==> src/rtl/uart_pkg.sv <==
// Shared UART definitions used by the receiver and the matching transmitter.
//   rx_state_t      : receiver FSM states
//   UART_OVERSAMPLE : default clock ticks per bit
//   UART_DATA_BITS  : default data bits per frame
package uart_pkg;

  localparam int unsigned UART_OVERSAMPLE = 16;
  localparam int unsigned UART_DATA_BITS  = 8;

  typedef enum logic [1:0] {
    IDLE  = 2'd0,
    START = 2'd1,
    DATA  = 2'd2,
    STOP  = 2'd3
  } rx_state_t;

endpackage

==> src/rtl/uart_rx_sync.sv <==
// Two-flop synchronizer for the asynchronous serial pin plus falling-edge detect.
// All flops reset to 1 (idle line level), so reset never fakes a start edge.
//   clock : sampling clock
//   reset : asynchronous, active-high
//   rx    : raw serial pin
//   rx_s  : synchronized line level
//   fall  : rx_s went 1 -> 0 this cycle (combinational from flops)
module uart_rx_sync (
  input  logic clock,
  input  logic reset,
  input  logic rx,
  output logic rx_s,
  output logic fall
);

  logic rx_meta;
  logic rx_prev;

  // Synchronizer chain and one-cycle delayed copy for edge detection.
  always_ff @(posedge clock or posedge reset) begin
    if (reset) begin
      rx_meta <= 1'b1;
      rx_s    <= 1'b1;
      rx_prev <= 1'b1;
    end else begin
      rx_meta <= rx;
      rx_s    <= rx_meta;
      rx_prev <= rx_s;
    end
  end

  assign fall = rx_prev & ~rx_s;

endmodule

==> src/rtl/uart_rx.sv <==
// UART 8N1 receiver running on the oversampling baud clock.
// Deserializes frames LSB first; good frames update the byte output and pulse
// valid, frames whose stop bit samples low pulse frameError instead.
//   clock            : oversampling clock (OVERSAMPLE ticks per bit)
//   reset            : asynchronous, active-high
//   io_rx            : serial line, idle high, asynchronous to clock
//   io_dataOut_bits  : last correctly framed byte, held between valid pulses
//   io_dataOut_valid : one-cycle pulse per good frame
//   io_frameError    : one-cycle pulse when the stop bit samples low
//   io_busy          : high whenever the receiver is not idle
module uart_rx
  import uart_pkg::*;
#(
  parameter int unsigned OVERSAMPLE = UART_OVERSAMPLE,
  parameter int unsigned DATA_BITS  = UART_DATA_BITS
) (
  input  logic                 clock,
  input  logic                 reset,
  input  logic                 io_rx,
  output logic [DATA_BITS-1:0] io_dataOut_bits,
  output logic                 io_dataOut_valid,
  output logic                 io_frameError,
  output logic                 io_busy
);

  localparam int unsigned CW = $clog2(OVERSAMPLE);
  localparam int unsigned IW = (DATA_BITS > 1) ? $clog2(DATA_BITS) : 1;

  localparam logic [CW-1:0] CNT_MID  = CW'(OVERSAMPLE / 2 - 1);
  localparam logic [CW-1:0] CNT_LAST = CW'(OVERSAMPLE - 1);
  localparam logic [IW-1:0] IDX_LAST = IW'(DATA_BITS - 1);

  logic rx_s;
  logic fall;

  rx_state_t            state, state_d;
  logic [CW-1:0]        cnt, cnt_d;
  logic [IW-1:0]        idx, idx_d;
  logic [DATA_BITS-1:0] sh, sh_d;
  logic [DATA_BITS-1:0] bits_d;
  logic                 valid_d;
  logic                 ferr_d;
  logic                 busy_d;

  uart_rx_sync u_sync (
    .clock (clock),
    .reset (reset),
    .rx    (io_rx),
    .rx_s  (rx_s),
    .fall  (fall)
  );

  // State, datapath and output registers.
  always_ff @(posedge clock or posedge reset) begin
    if (reset) begin
      state            <= IDLE;
      cnt              <= '0;
      idx              <= '0;
      sh               <= '0;
      io_dataOut_bits  <= '0;
      io_dataOut_valid <= 1'b0;
      io_frameError    <= 1'b0;
      io_busy          <= 1'b0;
    end else begin
      state            <= state_d;
      cnt              <= cnt_d;
      idx              <= idx_d;
      sh               <= sh_d;
      io_dataOut_bits  <= bits_d;
      io_dataOut_valid <= valid_d;
      io_frameError    <= ferr_d;
      io_busy          <= busy_d;
    end
  end

  // Next-state and output decode.
  always_comb begin
    state_d = state;
    cnt_d   = cnt;
    idx_d   = idx;
    sh_d    = sh;
    bits_d  = io_dataOut_bits;
    valid_d = 1'b0;
    ferr_d  = 1'b0;

    case (state)
      IDLE: begin
        // Edge-triggered, so a line held low (break) cannot restart a frame.
        if (fall) begin
          state_d = START;
          cnt_d   = '0;
        end
      end

      START: begin
        // Re-check the line half a bit in to reject glitches.
        if (cnt == CNT_MID) begin
          cnt_d = '0;
          if (!rx_s) begin
            state_d = DATA;
            idx_d   = '0;
          end else begin
            state_d = IDLE;
          end
        end else begin
          cnt_d = cnt + CW'(1);
        end
      end

      DATA: begin
        if (cnt == CNT_LAST) begin
          sh_d  = {rx_s, sh[DATA_BITS-1:1]};
          cnt_d = '0;
          idx_d = idx + IW'(1);
          if (idx == IDX_LAST) begin
            state_d = STOP;
          end
        end else begin
          cnt_d = cnt + CW'(1);
        end
      end

      STOP: begin
        // Leave at mid stop bit so a back-to-back start edge is not missed.
        if (cnt == CNT_LAST) begin
          state_d = IDLE;
          cnt_d   = '0;
          if (rx_s) begin
            bits_d  = sh;
            valid_d = 1'b1;
          end else begin
            ferr_d  = 1'b1;
          end
        end else begin
          cnt_d = cnt + CW'(1);
        end
      end

      default: begin
        state_d = IDLE;
        cnt_d   = '0;
      end
    endcase

    busy_d = (state_d != IDLE);
  end

endmodule

==> config.mk <==
export PLATFORM = sky130hd
export DESIGN_NAME = uart_rx
export DESIGN_NICKNAME = d
export VERILOG_FILES = /design/src/rtl/uart_pkg.sv /design/src/rtl/uart_rx_sync.sv /design/src/rtl/uart_rx.sv
export SDC_FILE = /design/constraint.sdc
export NUM_CORES = 1
export LEC_CHECK = 0
export BUFFER_PORTS_ARGS = -buffer_cell sky130_fd_sc_hd__buf_2
export CORE_MARGIN = 3
export CORE_UTILIZATION = 50
export CTS_CLUSTER_DIAMETER = 30
export CTS_CLUSTER_SIZE = 28
export DETAILED_ROUTE_END_ITERATION = 10
export PLACE_DENSITY = 0.75
export SYNTH_ARGS = -nofsm -noshare
export SYNTH_HDL_FRONTEND = slang
export SYNTH_SLANG_ARGS = --single-unit
==> constraint.sdc <==
create_clock -name clock -period 1.53 [get_ports clock]
set_input_delay 0.306 -clock clock [delete_from_list [all_inputs] [get_ports clock]]
set_output_delay 0.306 -clock clock [all_outputs]
set_load 0.01 [all_outputs]
**After elaboration in Yosys (flattened, before gate mapping)**

Cells that the tools add are included.
Widths: inputs -> output; s select.

- Add/sub/neg operators: 2
- Equal/unequal tests: 10
- Multiplexer cells: 21
- Bitwise operators: 2
- Reductions and logical operators: 7

Operators by type and width:

| kind | number |
|---|---|
| $mux 2 | 6 |
| $mux 4 | 3 |
| $pmux 4 s3 | 1 |
| $mux 3 | 3 |
| $ne 2x2->1 const B | 4 |
| $pmux 2 s4 | 1 |
| $mux 1 | 6 |
| $pmux 3 s2 | 1 |
| $add 4x1->4 const B | 1 |
| $eq 2x2->1 const B | 2 |
| $eq 4x3->1 const B | 1 |
| $eq 4x4->1 const B | 1 |
| $reduce_and 4->1 | 1 |
| $reduce_bool 2->1 | 2 |
| $add 3x1->3 const B | 1 |
| $eq 3x3->1 const B | 1 |
| $reduce_and 3->1 | 1 |
| $eq 2x1->1 const B | 1 |
| $logic_not 2->1 | 1 |
| $reduce_and 2->1 | 1 |
| $reduce_or 2->1 | 1 |
| $and 1x1->1 | 1 |
| $not 1->1 | 1 |

- Register bits after elaboration: 31
- Input port bits: 3
- Output and inout bits: 11

**Depth between registers and ports, before layout**

Gate-level depths: netlist of the first run.

- Word-level depth: 5
- Depth in mapped cells: 5
- Depth with buffers taken out: 5

**Modules after synthesis**

Synthesis of the first run repeated with hierarchy kept, for this count alone.

- Cells, all modules: 101
- Area total of the unflattened synthesis: 1345.0 um^2

Modules (own cells, without submodules):

| module | times used | cells an instance | area each (um^2) | seq. area each (um^2) |
|---|---|---|---|---|
| uart_rx | 1 | 96 | 1248.7 | 700.7 |
| uart_rx_sync | 1 | 5 | 96.3 | 78.8 |

**Worst setup path after synthesis of the first run**

Ideal clock, no wire load.

- Path type: register to register
- From: register cnt[0]
- To: register idx[1]
- Setup time: 0.125 ns
- Arrival: 1.297 ns
- Slack: 0.108 ns
- Stages on the path, launching flop included: 5
- Period minus slack after synthesis: 1.422 ns
- Path through: dfrtp_1 > ha_1 > nand2_2 > o21bai_1 > mux2_2

- Longest elaborated chain between the ends: 3

RTL lines:

| what | line | RTL |
|---|---|---|
| start: declaration | uart_rx.sv:37 | `logic [CW-1:0] cnt, cnt_d;` |
| start signal: assignment | uart_rx.sv:66 | `cnt <= cnt_d;` |
| $eq 4x4->1 / $eq 4x3->1 (equally long branches) | uart_rx.sv:111, uart_rx.sv:97 |  |
| $ne 2x2->1 (no source line) | - |  |
| $reduce_and 4->1 (no source line) * | - |  |
| end signal: assignment | uart_rx.sv:67 | `idx <= idx_d;` |
| end: declaration | uart_rx.sv:38 | `logic [IW-1:0] idx, idx_d;` |

Every way passes the cells marked *; elsewhere a longest branch is shown, timed or not.
A chain may end at the register's enable or synchronous reset.

**Final worst setup path of the first run**

- From: register u_sync.rx_s
- To: register io_dataOut_bits[3]

- Longest elaborated chain between the ends: 1

RTL lines:

| what | line | RTL |
|---|---|---|
| start: declaration | uart_rx_sync.sv:12 | `output logic rx_s,` |
| start signal: assignment | uart_rx_sync.sv:27 | `rx_s <= rx_meta;` |
| $reduce_and 3->1 (no source line) | - |  |
| end signal: assignment | uart_rx.sv:69 | `io_dataOut_bits <= bits_d;` |
| end: declaration | uart_rx.sv:20 | `output logic [DATA_BITS-1:0] io_dataOut_bits,` |

No other way between the ends.

==> results of run 1 <==
## through the flow
step,utilization,cells,instance area (um2)
finish,0.6362,154,1619
global placement,0.5998,145,1526
detailed placement,0.5998,145,1526
CTS,0.6219,152,1583
floorplan,-,98,1386
global route,0.6362,154,1619
## synthesized netlist by cell type, types with 2 or more instances
library cell	number	area (um2)
a21oi_1	2	10.01
o21ai_0	2	10.01
dfstp_2	3	78.83
nand2b_1	2	12.51
buf_6	2	22.52
and2b_2	2	17.52
mux2i_1	2	20.02
nand3_1	2	10.01
ha_1	3	37.54
mux2_4	8	120.1
dfrtp_1	28	700.7
mux2_2	11	123.9
inv_1	2	7.510
nor2_1	2	7.510
nor3b_1	2	15.01
and3b_1	3	26.28
nand2_1	2	7.510
## path summary, 6_finish.rpt
check | start | end | slack, ps | cells past startpoint
max reg2reg | u_sync.rx_s | io_dataOut_bits[3] | 60 | 3
min | reset | sh[1] | 40 | 3
min reg2reg | u_sync.rx_meta | u_sync.rx_s | 360 | 0
max | u_sync.rx_s | io_dataOut_bits[3] | 60 | 3
max in group asynchronous | reset | u_sync.rx_s | 1160 | 3
min in group clock | io_rx | u_sync.rx_meta | 90 | 1
## registers in the layout (all words and copies together), names as in the netlist, 2 cells and up
name and flops:
state 2, io_dataOut_bits 8, cnt 4, idx 3, sh 8
## routing by layer
layer,global-route usage,vias to the layer above,part of all wire
li1,-,410,-
met1,0.2240,408,0.46
met2,0.2360,13,0.49
met3,0.07237,2,0.043
met4,0.05825,0,0.0061
met5,0,-,0
## cell families after synthesis
| group | synth area share |
|---|---|
| muxes | 0.1904 |
| and+or+nand+nor | 0.1210 |
| DFF | 0.5623 |
| xor gates and xnor gates | 0.006319 |
| buffers and inverters | 0.03069 |
| AOI/OAI and AO/OA | 0.06229 |
| adders and majority gates | 0.02708 |
## report_power, final
part / switching [mW] / leakage (nW) / internal (mW)
clock network: 0.261 / 0.0341 / 0.213
registers: 0.0909 / 0.412 / 0.907
logic: 0.261 / 0.375 / 0.279
total: 0.613 / 0.821 / 1.40
## worst max-delay path, cell delays in order, from the launching register on
cell and delay (ps):
dfstp_2 600, nand3_2 150, nor2_4 230, mux2_2 370
## timing repair
item / CTS / global route
endpoints found under the setup margin: 0 / 10
buffers inserted: 0 / 1
resized for setup: 0 / 4
## cell type report
| type | count | area share |
|---|---|---|
| flip-flops and latches | 31 | 0.4815 |
| multi-input cells | 62 | 0.3663 |
| repair buffers | 22 | 0.08964 |
| clock buffers | 6 | 0.03168 |
| well taps | 30 | 0.02318 |
| inverters | 2 | 0.004637 |
| clock inverters | 1 | 0.003091 |
==> summary.md, run 1 <==
* **outcome** finished, final reports clean
* **Worst Skew** 11.90 ps
* **final routed wire length divided by cell count** 15.95 um
* **HPWL Detailed** 1646 um
* **unrepaired setup endpoints after global routing** no
* **Reg clk slew, reported paths** 90 ps
* **type of element capturing the critical path** flip-flop
* **Core Box Area** 2545 um2
* **Slew @ Worst Pin** 378.0 ps
* **standby leakage power** 0.8211 nW
* **number of levels the H-tree was split into** 2
* **number of cells produced by synthesis** 98
* **number of enable flip-flop cells after synthesis** 0
* **hold_ws** 40.19 ps
* **area used by multi-input combinational logic** 593.1 um2
* **PwrDens** 1243 nW/um2
* **vertical die dimension** 58.66 um
* **yosys warns** 0
* **Max VDD drop** 0.9887 mV
* **Seq. cell area** 779.5 um2
* **Final period util** 0.9592
* **maximum number of pins on one net before global-route repair** 32
* **Total Routed Length** 2457 um
* **Antenna Diode Count** 0
* **number of nets produced by synthesis** 104
* **io pins** 14
* **final RePlAce weighted congestion** 0.8151
* **number of flip-flops and latches in the synthesized netlist** 31
* **Post-DRT Antenna Nets** 0
* **number of failing setup endpoints in the final timing report** 0
* **relative max-transition margin** 0.7480
* **buffer cell driving the clock tree root** clkbuf_4
* **sequential area share after synthesis** 0.5623
* **crit-path max FO** 5
* **time the final worst path needs with I/O delays and setup** 1468 ps
* **number of antenna violations at the first check in global routing** 0
* **cts bufs inserted** 5
* **# clock sinks** 31
* **Cell Area, Synth** 1386 um2
* **via total after detailed routing** 833
* **number of pins exceeding their max-slew limit in the final report** 0
* **fraction of registers with async set/reset** 1.000
* **effective utilization at floorplan** 0.5447
* **setup TNS after final layout** 0 ps
* **most common cell after layout, fill and taps aside** dfrtp_1
* **width of the die** 58.66 um
* **hold buffer count at cts** 0
* **synthesized area per cell** 14.15 um2
* **arrival time reported for the critical path endpoint** 1670 ps
* **post-route DRC violation count** 0
* **global-route wire length before repair** 4022 um
* **number of DRC violations after detailed-routing iteration 0** 19
* **synthesis-to-layout area growth** 16.79%
* **Hold/Removal Path Class** in2async
* **Core Rows** 18
* **MaxCap Viol Count** 0
* **DR vias/cell** 5.409
* **data required time of the worst path** 1740 ps
* **dominant synthesized flop cell** dfrtp_1
* **TritonCTS clock tree** yes
* **final hold vios** 0
* **maximum achievable frequency** 681.4 MHz
* **count of unique library cells instantiated by Yosys** 37
* **die area** 3440 um2
* **total routing usage reported by global routing** 0.1649
* **Final nets** 130
* **number of global-route vias before repair** 814
* **number of optimization iterations in the first detailed-route pass** 4
* **power consumption** 2.012 mW
* **commonest cells after routing, fill and taps aside** 28 x dfrtp_1, 13 x buf_2, 11 x mux2_2
* **Worst Setup Slack, final** 62.42 ps
* **filler cell count in the final layout** 207
* **kind of launch point of the worst setup path** flip-flop
* **fraction of layout instances using a drive strength above 1** 0.4839
* **Buffers on Ports** 13
* **post-placement setup slack** 22.68 ps
* **grt ovf** 0
* **Max Root-Sink Buffers** 2
* **clock latency at the later pin of the worst-skew pair** 320 ps
* **startpoint-to-endpoint class of the critical path** reg2reg
Power figures use the tool's default switching activity.
==> inputs of run 2 (changes only) <==
clock period = 1.3 ns   (was 1.53 ns; I/O delays follow)
==> summary.md, run 2 (synthesized netlist as in run 1, its figures left out) <==
* **critical register-to-register path endpoint** idx[0]
* **total routing usage reported by global routing** 0.1657, +0.0008543
* **number of failing setup endpoints in the final timing report** 19, +19
* **width of the die** 58.66 um, unchanged
* **number of antenna violations at the first check in global routing** 0, unchanged
* **Worst Skew** 14.58 ps, +2.680 ps
* **final RePlAce weighted congestion** 0.8425, +3.4%
* **PwrDens** 1497 nW/um2, +20%
* **proportion of power drawn by the clock network** 0.234, about the same
* **launch point of the worst hold path** io_rx
* **final routed wire length divided by cell count** 16.01 um, +0.32%
* **maximum achievable frequency** 690.4 MHz, +1.3%
* **maximum number of pins on one net before global-route repair** 32, unchanged
* **cts bufs inserted** 5, unchanged
* **beginning of the worst register-to-register path** state[1]
* **relative contribution of sequential cells to total power** 0.432, -0.064
* **power consumption** 2.698 mW, +34%
* **standby leakage power** 0.8992 nW, +9.5%
* **time the final worst path needs with I/O delays and setup** 1448 ps, -19.17 ps
* **final hold vios** 0, unchanged
* **Buffers on Ports** 13, unchanged
* **Final nets** 139, +6.9%
* **number of DRC violations after detailed-routing iteration 0** 11, -8
* **relative max-transition margin** 0.7541, +0.006148
* **violations in the final reports** negative setup slack
* **Slew @ Worst Pin** 363.7 ps, -14.35 ps
* **Worst R2R Path Depth** 3, unchanged
* **Antenna Diode Count** 0, unchanged
* **TritonCTS clock tree** yes
* **Worst Setup Slack, final** -148.4 ps, -210.8 ps
* **register-to-register setup slack** -150 ps, -210 ps
* **startpoint-to-endpoint class of the critical path** reg2reg
* **Total Routed Length** 2625 um, +6.8%
* **most common cell after layout, fill and taps aside** dfrtp_1
* **Max Root-Sink Buffers** 2, unchanged
* **MaxCap Viol Count** 0, unchanged
* **io pins** 14, unchanged
* **number of optimization iterations in the first detailed-route pass** 6, +2
* **die area** 3440 um2, unchanged
* **clock latency at the later pin of the worst-skew pair** 330 ps, about the same
* **DR vias/cell** 5.543, +2.5%
* **HPWL Detailed** 1653 um, +0.41%
* **proportion of power drawn by combinational gates** 0.334, +0.065
* **Hold/Removal Path Class** in2reg
* **type of element capturing the critical path** flip-flop
* **kind of launch point of the worst setup path** flip-flop
* **synthesis-to-layout area growth** 29.96%
* **number of levels the H-tree was split into** 2, unchanged
* **arrival time reported for the critical path endpoint** 1660 ps, about the same
* **Reg clk slew, reported paths** 100 ps, about the same
* **total net switching power** 0.8472 mW, +38%
* **# clock sinks** 31, unchanged
* **Internal** 1.851 mW, +32%
* **Core Rows** 18, unchanged
* **number of pins exceeding their max-slew limit in the final report** 0, unchanged
* **leading registers by flop count** io_dataOut_bits (8), sh (8), cnt (4)
* **number of global-route vias before repair** 881, +8.2%
* **Post-DRT Antenna Nets** 0, unchanged
* **fraction of layout instances using a drive strength above 1** 0.6045, +0.1206
* **commonest cells after routing, fill and taps aside** 28 x dfrtp_1, 14 x buf_4, 13 x buf_2
* **Max VDD drop** 1.385 mV, +40%
* **data required time of the worst path** 1510 ps, -230 ps
* **final core area utilization** 0.7080, +0.07178
* **cell depth of the worst min-delay path** 1
* **Final period util** 1.114, +0.1550
* **outcome** complete, but fails checks
* **crit-path max FO** 5, unchanged
* **buffer cell driving the clock tree root** clkbuf_4
* **grt ovf** 0, unchanged
* **Core Box Area** 2545 um2, unchanged
* **Switching Fraction** 0.3140, +0.009166
* **global-route wire length before repair** 4050 um, +0.70%
* **post-route DRC violation count** 0, unchanged
* **unrepaired setup endpoints after global routing** yes
* **via total after detailed routing** 909, +9.1%
* **startpoint of the most critical setup path** state[1]
* **vertical die dimension** 58.66 um, unchanged
* **effective utilization at floorplan** 0.5447, unchanged
* **Worst Hold Endpoint** u_sync.rx_meta
run 2: cell types whose count changed in the layout (fill, tap and decap cells not counted), sizes merged:
cell,delta
buf,+8
clkbuf,+2
clkinv,-1
dlygate4sd3,+1
run 2: final cells by class:
cell class / instances / area, um2
Inverter: 2 / 7.507
Clock buffer: 8 / 68.82
Multi-Input combinational cell: 62 / 676.9
Fill cell: 180 / 743.2
Tap cell: 30 / 37.54
Sequential cell: 31 / 779.5
Timing Repair Buffer: 31 / 231.5
run 2: worst max path at each step:
stage | end | slack (ps)
floorplan | io_dataOut_bits[0] | -50
global placement | io_dataOut_bits[0] | -80
detailed placement | io_dataOut_bits[0] | -120
CTS | sh[4] | -90
global route | idx[0] | -200
finish | idx[0] | -150
run 2: routing by layer:
metal  global-route usage  vias up  share of wire  routed length [um]
li1                     -      429              -                   -
met1               0.2006      449           0.41                1084
met2               0.2536       25           0.52                1368
met3              0.06798        6          0.049                 128
met4              0.08738        0          0.017                  44
met5                    0        -              0                   0
run 2: through the flow:
stage	hold WS, ps	setup TNS [ps]	instances	instance area [um2]	setup WS (ps)
floorplan	264.5	-525.6	98	1411	-54.11
global placement	301.7	-1215	152	1617	-77.41
detailed placement	308.0	-1613	152	1617	-115.4
CTS	12.89	-1339	163	1724	-87.81
global route	10.71	-2913	164	1802	-202.8
finish	34.57	-1536	164	1802	-148.4
run 2: critical path: stages, from the launching register on:
cell and delay [ps]:
dfrtp_1 440, nor4b_1 400, o21bai_1 190, mux2_2 290
run 2: timing repair:
item | 4_1_cts | 5_1_grt
resized for setup | 6 | 14
cloned | 1 | 0
pin swaps | 1 | 2
endpoints found under the hold margin | 28 | 0
setup endpoints to repair | 24 | 25
setup buffers | 1 | 1
hold buffers | 1 | 0
run 2: power by group through the flow:
stage               combinational [mW]  clock (mW)  sequential, mW
floorplan                        0.484           0            1.17
global placement                 0.703           0            1.17
detailed placement               0.724           0            1.18
CTS                              0.782       0.654            1.16
global route                     0.973       0.693            1.18
finish                           0.901       0.632            1.16
